[src/rtl/dds_pkg.sv]
`default_nettype none
// ============================================================================
// Module      : dds_pkg
// Description : Waveform one-hot codes, key-filter state encoding and the
//               lowest-index priority encoder used by wave_sel_ctrl.
// Revision    : 1.0 - initial release
// ============================================================================
package dds_pkg;

    localparam logic [3:0] WAVE_SINE   = 4'b0001;
    localparam logic [3:0] WAVE_SQUARE = 4'b0010;
    localparam logic [3:0] WAVE_TRI    = 4'b0100;
    localparam logic [3:0] WAVE_SAW    = 4'b1000;

    typedef enum logic [1:0] {
        IDLE    = 2'd0,
        FILT_DN = 2'd1,
        DOWN    = 2'd2,
        FILT_UP = 2'd3
    } filt_state_t;

    // Lowest asserted bit wins; callers only use the result when v != 0.
    function automatic logic [3:0] lowest_onehot(input logic [3:0] v);
        logic [3:0] w_res;
        casez (v)
            4'b???1: w_res = WAVE_SINE;
            4'b??10: w_res = WAVE_SQUARE;
            4'b?100: w_res = WAVE_TRI;
            4'b1000: w_res = WAVE_SAW;
            default: w_res = 4'b0000;
        endcase
        return w_res;
    endfunction

endpackage
`default_nettype wire

[src/rtl/key_filter.sv]
`default_nettype none
// ============================================================================
// Module      : key_filter
// Description : 2-FF synchroniser plus debounce FSM for one active-low key;
//               emits a single-cycle key_flag on each confirmed press.
// Revision    : 1.0 - initial release
// ============================================================================
module key_filter
    import dds_pkg::*;
#(
    parameter int CNT_MAX = 1_000_000
)
(
    input  logic sys_clk,
    input  logic sys_rst,
    input  logic key_in,
    output logic key_flag
);

    localparam int                 c_CNT_W    = $clog2(CNT_MAX);
    localparam logic [c_CNT_W-1:0] c_CNT_LAST = c_CNT_W'(CNT_MAX - 1);

    logic               r_key_s1;
    logic               r_key_s2;
    filt_state_t        r_state;
    filt_state_t        w_state_nxt;
    logic [c_CNT_W-1:0] r_cnt;
    logic [c_CNT_W-1:0] w_cnt_nxt;
    logic               r_flag;
    logic               w_flag_nxt;

    // Synchronisers reset to "released" so a held key is re-debounced after reset.
    always_ff @(posedge sys_clk or posedge sys_rst) begin
        if (sys_rst) begin
            r_key_s1 <= 1'b1;
            r_key_s2 <= 1'b1;
            r_state  <= IDLE;
            r_cnt    <= '0;
            r_flag   <= 1'b0;
        end else begin
            r_key_s1 <= key_in;
            r_key_s2 <= r_key_s1;
            r_state  <= w_state_nxt;
            r_cnt    <= w_cnt_nxt;
            r_flag   <= w_flag_nxt;
        end
    end

    always_comb begin
        w_state_nxt = r_state;
        w_cnt_nxt   = r_cnt;
        w_flag_nxt  = 1'b0;
        case (r_state)
            IDLE: begin
                if (!r_key_s2) begin
                    w_state_nxt = FILT_DN;
                    w_cnt_nxt   = '0;
                end
            end
            FILT_DN: begin
                if (r_key_s2) begin
                    w_state_nxt = IDLE;
                end else if (r_cnt == c_CNT_LAST) begin
                    w_state_nxt = DOWN;
                    w_flag_nxt  = 1'b1;
                end else begin
                    w_cnt_nxt = r_cnt + 1'b1;
                end
            end
            DOWN: begin
                if (r_key_s2) begin
                    w_state_nxt = FILT_UP;
                    w_cnt_nxt   = '0;
                end
            end
            FILT_UP: begin
                // A re-press during release filtering returns to DOWN silently.
                if (!r_key_s2) begin
                    w_state_nxt = DOWN;
                end else if (r_cnt == c_CNT_LAST) begin
                    w_state_nxt = IDLE;
                end else begin
                    w_cnt_nxt = r_cnt + 1'b1;
                end
            end
            default: w_state_nxt = IDLE;
        endcase
    end

    assign key_flag = r_flag;

endmodule
`default_nettype wire

[src/rtl/wave_sel_ctrl.sv]
`default_nettype none
// ============================================================================
// Module      : wave_sel_ctrl
// Description : Four debounced push-buttons to a registered one-hot waveform
//               select; lowest-index confirmed press wins.
// Revision    : 1.0 - initial release
// ============================================================================
module wave_sel_ctrl
    import dds_pkg::*;
#(
    parameter int CNT_MAX = 1_000_000
)
(
    input  logic       sys_clk,
    input  logic       sys_rst,
    input  logic [3:0] key_in,
    output logic [3:0] key_flag,
    output logic [3:0] wave_sel
);

    logic [3:0] r_wave_sel;

    genvar gi;
    generate
        for (gi = 0; gi < 4; gi++) begin : g_key
            key_filter #(
                .CNT_MAX (CNT_MAX)
            ) u_key_filter (
                .sys_clk  (sys_clk),
                .sys_rst  (sys_rst),
                .key_in   (key_in[gi]),
                .key_flag (key_flag[gi])
            );
        end
    endgenerate

    // Holds its value between presses, so it stays one-hot after reset.
    always_ff @(posedge sys_clk or posedge sys_rst) begin
        if (sys_rst) begin
            r_wave_sel <= WAVE_SINE;
        end else if (|key_flag) begin
            r_wave_sel <= lowest_onehot(key_flag);
        end
    end

    assign wave_sel = r_wave_sel;

endmodule
`default_nettype wire

[config.mk]
export PLATFORM = sky130hd
export DESIGN_NAME = wave_sel_ctrl
export DESIGN_NICKNAME = d
export VERILOG_FILES = /design/src/rtl/dds_pkg.sv /design/src/rtl/key_filter.sv /design/src/rtl/wave_sel_ctrl.sv
export SDC_FILE = /design/constraint.sdc
export NUM_CORES = 1
export LEC_CHECK = 0
export CAP_MARGIN = 20
export CORE_MARGIN = 4
export CORE_UTILIZATION = 55
export CTS_CLUSTER_DIAMETER = 100
export CTS_CLUSTER_SIZE = 10
export DETAILED_ROUTE_END_ITERATION = 6
export HOLD_SLACK_MARGIN = 0.03
export PLACE_DENSITY = 0.74
export SLEW_MARGIN = 20
export SYNTH_ARGS = -nofsm -noshare
export SYNTH_HDL_FRONTEND = slang
export SYNTH_HIERARCHICAL = 1
export SYNTH_SLANG_ARGS = --single-unit
[constraint.sdc]
create_clock -name sys_clk -period 2.1 [get_ports sys_clk]
set_clock_uncertainty 0.1 [all_clocks]
set_input_delay 0.525 -clock sys_clk [delete_from_list [all_inputs] [get_ports sys_clk]]
set_output_delay 0.525 -clock sys_clk [all_outputs]
set_load 0.02 [all_outputs]
# Yosys cells after proc, flatten, opt, wreduce, memory -nomap -nowiden
# Index checks and enable logic that the tools add are counted.
# totals
reg_bits	104
out_inout_bits	8
# op_classes
addsub	4
eq_ne	43
n_mux	65
reduce_logical	13
# op_table
cell	n
$mux W20	20
$pmux W20 S4	4
$add A20 B1 Y20 const B	4
$eq A20 B20 Y1 const B	4
$mux W2	24
$pmux W2 S4	4
$reduce_and A4 Y1	8
$eq A2 B2 Y1 const B	9
$ne A2 B1 Y1 const B	8
$ne A2 B2 Y1 const B	8
$pmux W4 S4	1
$mux W1	12
$ne A3 B1 Y1 const B	4
$ne A3 B3 Y1 const B	4
$eq A2 B1 Y1 const B	4
$logic_not A2 Y1	4
$eq A4 B4 Y1 const B	1
$reduce_or A4 Y1	1
$eq A3 B3 Y1 const B	1

# Longest topological paths before layout
# depth
word_depth	4
mapped_depth	8

# By module
# Netlist, hierarchy kept.
# modules_own_cells
mod	instances	cells_per_inst	area_per_inst_um2
key_filter (g_key[0].u_key_filter ...)	2	149	1461.4
key_filter (g_key[1].u_key_filter)	1	151	1382.6
key_filter (g_key[3].u_key_filter)	1	136	1335.0
wave_sel_ctrl	1	15	165.2

# Worst setup path before layout
# Ideal clock, no wire load.
# synth_timing
path_type	reg2reg
from	register g_key[3].u_key_filter.r_cnt[0]
to	register g_key[3].u_key_filter.r_cnt[10]
setup_time_ps	139
arrival_time_ps	2000
required_ps	1861
path_slack_ps	-139
path_stages_with_launch	9
path_buffers	2
synth_period_minus_slack_ps	2239
cell_sequence	dfrtp_1 > ha_1 > nand3_2 > or4_1 > buf_4 > o211a_4 > buf_6 > a41oi_1 > a31oi_1
# synth_between
elab_chain_cells	4
elab_cells_between_ends	6
classes_between	add/sub (1); eq/ne (1); mux (4)
# synth_lines
element	line_no	source
start, declared	key_filter.sv:27	logic [c_CNT_W-1:0] r_cnt;
start signal, assigned	key_filter.sv:44	r_cnt <= w_cnt_nxt;
$add A20 B1 Y20 / $eq A20 B20 Y1 (equally long branches)	--	
$mux W20 (*)	key_filter.sv:63, key_filter.sv:80	
$mux W20 (on tied branches)	key_filter.sv:78, key_filter.sv:61	
$pmux W20 S4 (*)	key_filter.sv:53	case (r_state)
# Mark *: on every way between the ends. The rest lies on a longest branch, timed or not. The select of a mux whose other input is x is not followed.
# A chain may end at the register's enable or synchronous reset.

# Worst setup path in the final report
# layout_timing
from	register g_key[1].u_key_filter.r_cnt[13]
to	register g_key[1].u_key_filter.r_cnt[17]
# layout_between
elab_chain_cells	4
elab_cells_between_ends	6
classes_between	add/sub (1); eq/ne (1); mux (4)
# layout_lines
element	line_no
start, declared	key_filter.sv:27
start signal, assigned	key_filter.sv:44
$add A20 B1 Y20 / $eq A20 B20 Y1 (equally long branches)	--
$mux W20 (*)	key_filter.sv:63, key_filter.sv:80
$mux W20 (on tied branches)	key_filter.sv:78, key_filter.sv:61
$pmux W20 S4 (*)	key_filter.sv:53
# Marks and branches as above.

==> reports/metrics.csv <==
stage,metric,value,unit
run_status,outcome,"complete, no violations",
synthesis,top cell type's share of synthesized area,40.9,%
sta,fmax,492,MHz
sta,RSZ-0062 raised after global routing,yes,
critical_path,crit-path cells,"or3b_4, or4_4, o31ai_4, buf_6, a21oi_1, o21ai_0",
placement,IO Port Bufs,13,
clock_tree,clock root cell,clkbuf_8,
synthesis,syn_nets,610,
synthesis,Yosys reg bits,104,
placement,GPL Wtd Cong,0.901,
routing,number of nets with antenna violations after routing,0,
sta,Worst Tran Pin Value,0.546,ns
critical_path,WP data arrival,2.22,ns
synthesis,ys flop type,dfrtp_1,
finish,post-layout instance area,6560,um2
finish,Final Non-Filler Cells,784,
critical_path,CP Class,reg -> reg,
sta,fin. max-slew vios,0,
synthesis,Mean Syn Cell Area,9.68,um2
critical_path,critical path capture point type,flip-flop,
clock_tree,hold buffer count at cts,0,
pwr,Lkg Pwr,0.00283,uW
floorplan,row cnt,37,
finish,fill count,826,
floorplan,I/O pin cnt,14,
clock_tree,clock sink count,104,
routing,DR DRC count,0,
clock_tree,H-tree levels,3,
pwr,peak supply drop,399,uV
clock_tree,Clock Pin Slew Worst Setup and Hold Paths,0.10,ns
finish,area growth from synthesis to layout,13.0,%
synthesis,"FFs w/ async S/R, synth",100,%
synthesis,cell taking the most area after synthesis,dfrtp_1,
sta,Final Hold Viols,0,
global_route,vias in the first global route,4681,
synthesis,sequential area share after synthesis,45.0,%
clock_tree,CTS tree,built,
critical_path,"slowest stage delay, CP",0.45,ns
global_route,All-Layer GR Usage,20.9,%
placement,DP Worst Slack,-0.00918,ns
global_route,total grt overflow,0,
synthesis,"count leader, synth",dfrtp_1,
global_route,initial antenna violation count,0,
clock_tree,Max clock buf depth,2,
sta,final cycle utilization of the critical path,96.9,%
critical_path,CP startpoint kind,flip-flop,
sta,Slew headroom,63.6,%
sta,endpoints failing setup,0,
floorplan,die height,111,um
placement,Placed Cells incl. Taps,763,
floorplan,Initial Util,56.2,%
sta,Setup WS post-layout,0.0659,ns
clock_tree,Clock Latency Late Sink,0.37,ns
synthesis,Ys Warns,6,
routing,via count,4876,
floorplan,Horiz. Die Dim,111,um
floorplan,die area,12300,um2
synthesis,Netlist cell types,72,
critical_path,CP Max Fanout,6,
floorplan,core area,10300,um2
finish,Final #Nets,653,
routing,routed vias/inst,6.22,
global_route,largest net degree at the start of global routing,26,
worst_hold_path,worst min path class,reg -> reg,
synthesis,"EDFF count, synth",0,
flow_run,Max-Cap Viols,0,
critical_path,Worst path slowest cell,or4_4,
finish,share of cells above drive strength 1,20.4,%
routing,DRT Pass-1 Iters,5,
routing,WL per Instance,16.2,um
placement,placed instance area,6250,um2
sta,min cycle time layout,2.03,ns
finish,Antenna Cells,0,
synthesis,Mapped Cells,600,
synthesis,mapped cell area,5810,um2
routing,drt first-iter violations,292,
synthesis,commonest cells in the netlist,"dfrtp_1, nand2_1, nand3_1",
clock_tree,total CTS buffers,9,
global_route,global-route wire length before repair,21800,um
critical_path,CP required,2.29,ns
pwr,power per cell area,606,nW/um2
placement,HPWL after detailed placement,8960,um
routing,WL final,12700,um
synthesis,Area contributors post-synth,"dfrtp_1, dfstp_2, nand2_1",
[report_power, final]
part | leakage [uW] | switching (uW) | internal (uW) | total, uW
Combinational | 0.00133 | 215 | 166 | 382
Clock | 0.000108 | 672 | 706 | 1380
Sequential | 0.00140 | 129 | 2090 | 2220
[placed cells by master, fill, tap and decap left out, types with 9 or more instances in the layout]
cell type / count
a31oi_1: 22
nor4_1: 10
nand3_1: 40
buf_4: 43
dfrtp_1: 92
inv_1: 23
dfstp_2: 9
mux2i_1: 12
nor2_1: 37
clkbuf_8: 10
a21oi_1: 31
nand4_1: 19
and3_1: 14
xnor2_1: 12
o21ai_1: 9
o21ai_0: 29
nand2_1: 58
[critical path, delay by kind of cell (launching register included)]
kind,cells,cell delay (ns)
buf+inv,1,0.16
flops,1,0.40
compound gates,3,0.44
simple gates,2,0.86
[layout make-up]
| cell class | count | area, um2 | share of cell area [%] |
|---|---|---|---|
| repair buffers | 60 | 517 | 7.88 |
| well taps | 136 | 170 | 2.59 |
| multi-input cells | 442 | 2940 | 44.9 |
| flip-flops and latches | 104 | 2620 | 39.9 |
| inverters | 26 | 97.6 | 1.49 |
| clock inverters | 3 | 65.1 | 0.992 |
| clock buffers | 13 | 149 | 2.27 |
[path summary, 6_finish.rpt]
kind | slack (ns) | cells past startpoint | end | start
hold reg to reg | 0.26 | 0 | g_key[2].u_key_filter/r_key_s2 | g_key[2].u_key_filter/r_key_s1
setup reg to reg | 0.07 | 6 | g_key[1].u_key_filter/r_cnt[17] | g_key[1].u_key_filter/r_cnt[13]
min in group asynchronous | 0.43 | 2 | wave_sel[1] | sys_rst
hold / removal | 0.26 | 0 | g_key[2].u_key_filter/r_key_s2 | g_key[2].u_key_filter/r_key_s1
setup / recovery | 0.07 | 6 | g_key[1].u_key_filter/r_cnt[17] | g_key[1].u_key_filter/r_cnt[13]
max in group asynchronous | 1.02 | 3 | g_key[2].u_key_filter/r_key_s1 | sys_rst
[state kept, by name, summed over array words and instances (netlist names), named ones only]
signal / flops
g_key.u_key_filter/r_key_s1: 4
g_key.u_key_filter/r_cnt: 80
wave_sel: 4
g_key.u_key_filter/r_state: 4
g_key.u_key_filter/key_flag: 4
g_key.u_key_filter/r_key_s2: 4
[layer usage]
layer	track usage (%)	up-vias	wire length (um)
met5	0	-	0
met4	7.80	0	178
met3	2.67	17	589
met2	33.3	160	6160
met1	29.3	2397	5790
li1	-	2302	-
[repair_timing]
action | 4_1_cts | 5_1_grt
setup endpoints to repair | 8 | 37
pin swaps | 0 | 6
resized for setup | 5 | 16
buffers inserted | 0 | 5
[stage by stage]
| step | total power (uW) | TNS, ns | utilization, % | hold slack, ns |
|---|---|---|---|---|
| 2_1_floorplan | 2480 | -0.0401 | - | 0.190 |
| 3_3_place_gp | 2590 | 0 | 60.5 | 0.245 |
| 3_5_place_dp | 2610 | -0.00918 | 60.5 | 0.248 |
| 4_1_cts | 3980 | -0.000764 | 62.6 | 0.258 |
| 5_1_grt | 4150 | -0.102 | 63.5 | 0.263 |
| 6_report | 3980 | 0 | 63.5 | 0.259 |
[cell families after synthesis]
logic type               Yosys count  share of synthesized area [%]
flip-flops                       104                           45.0
AND/OR/NAND/NOR                  252                           25.5
AO/OA/AOI/OAI                    151                           17.8
multiplexers                      15                           2.65
XOR/XNOR                          20                           3.02
buffers and inverters             54                           5.19
adder cells (fa/ha/maj)            4                          0.862
(Power assumes the default switching activity.)
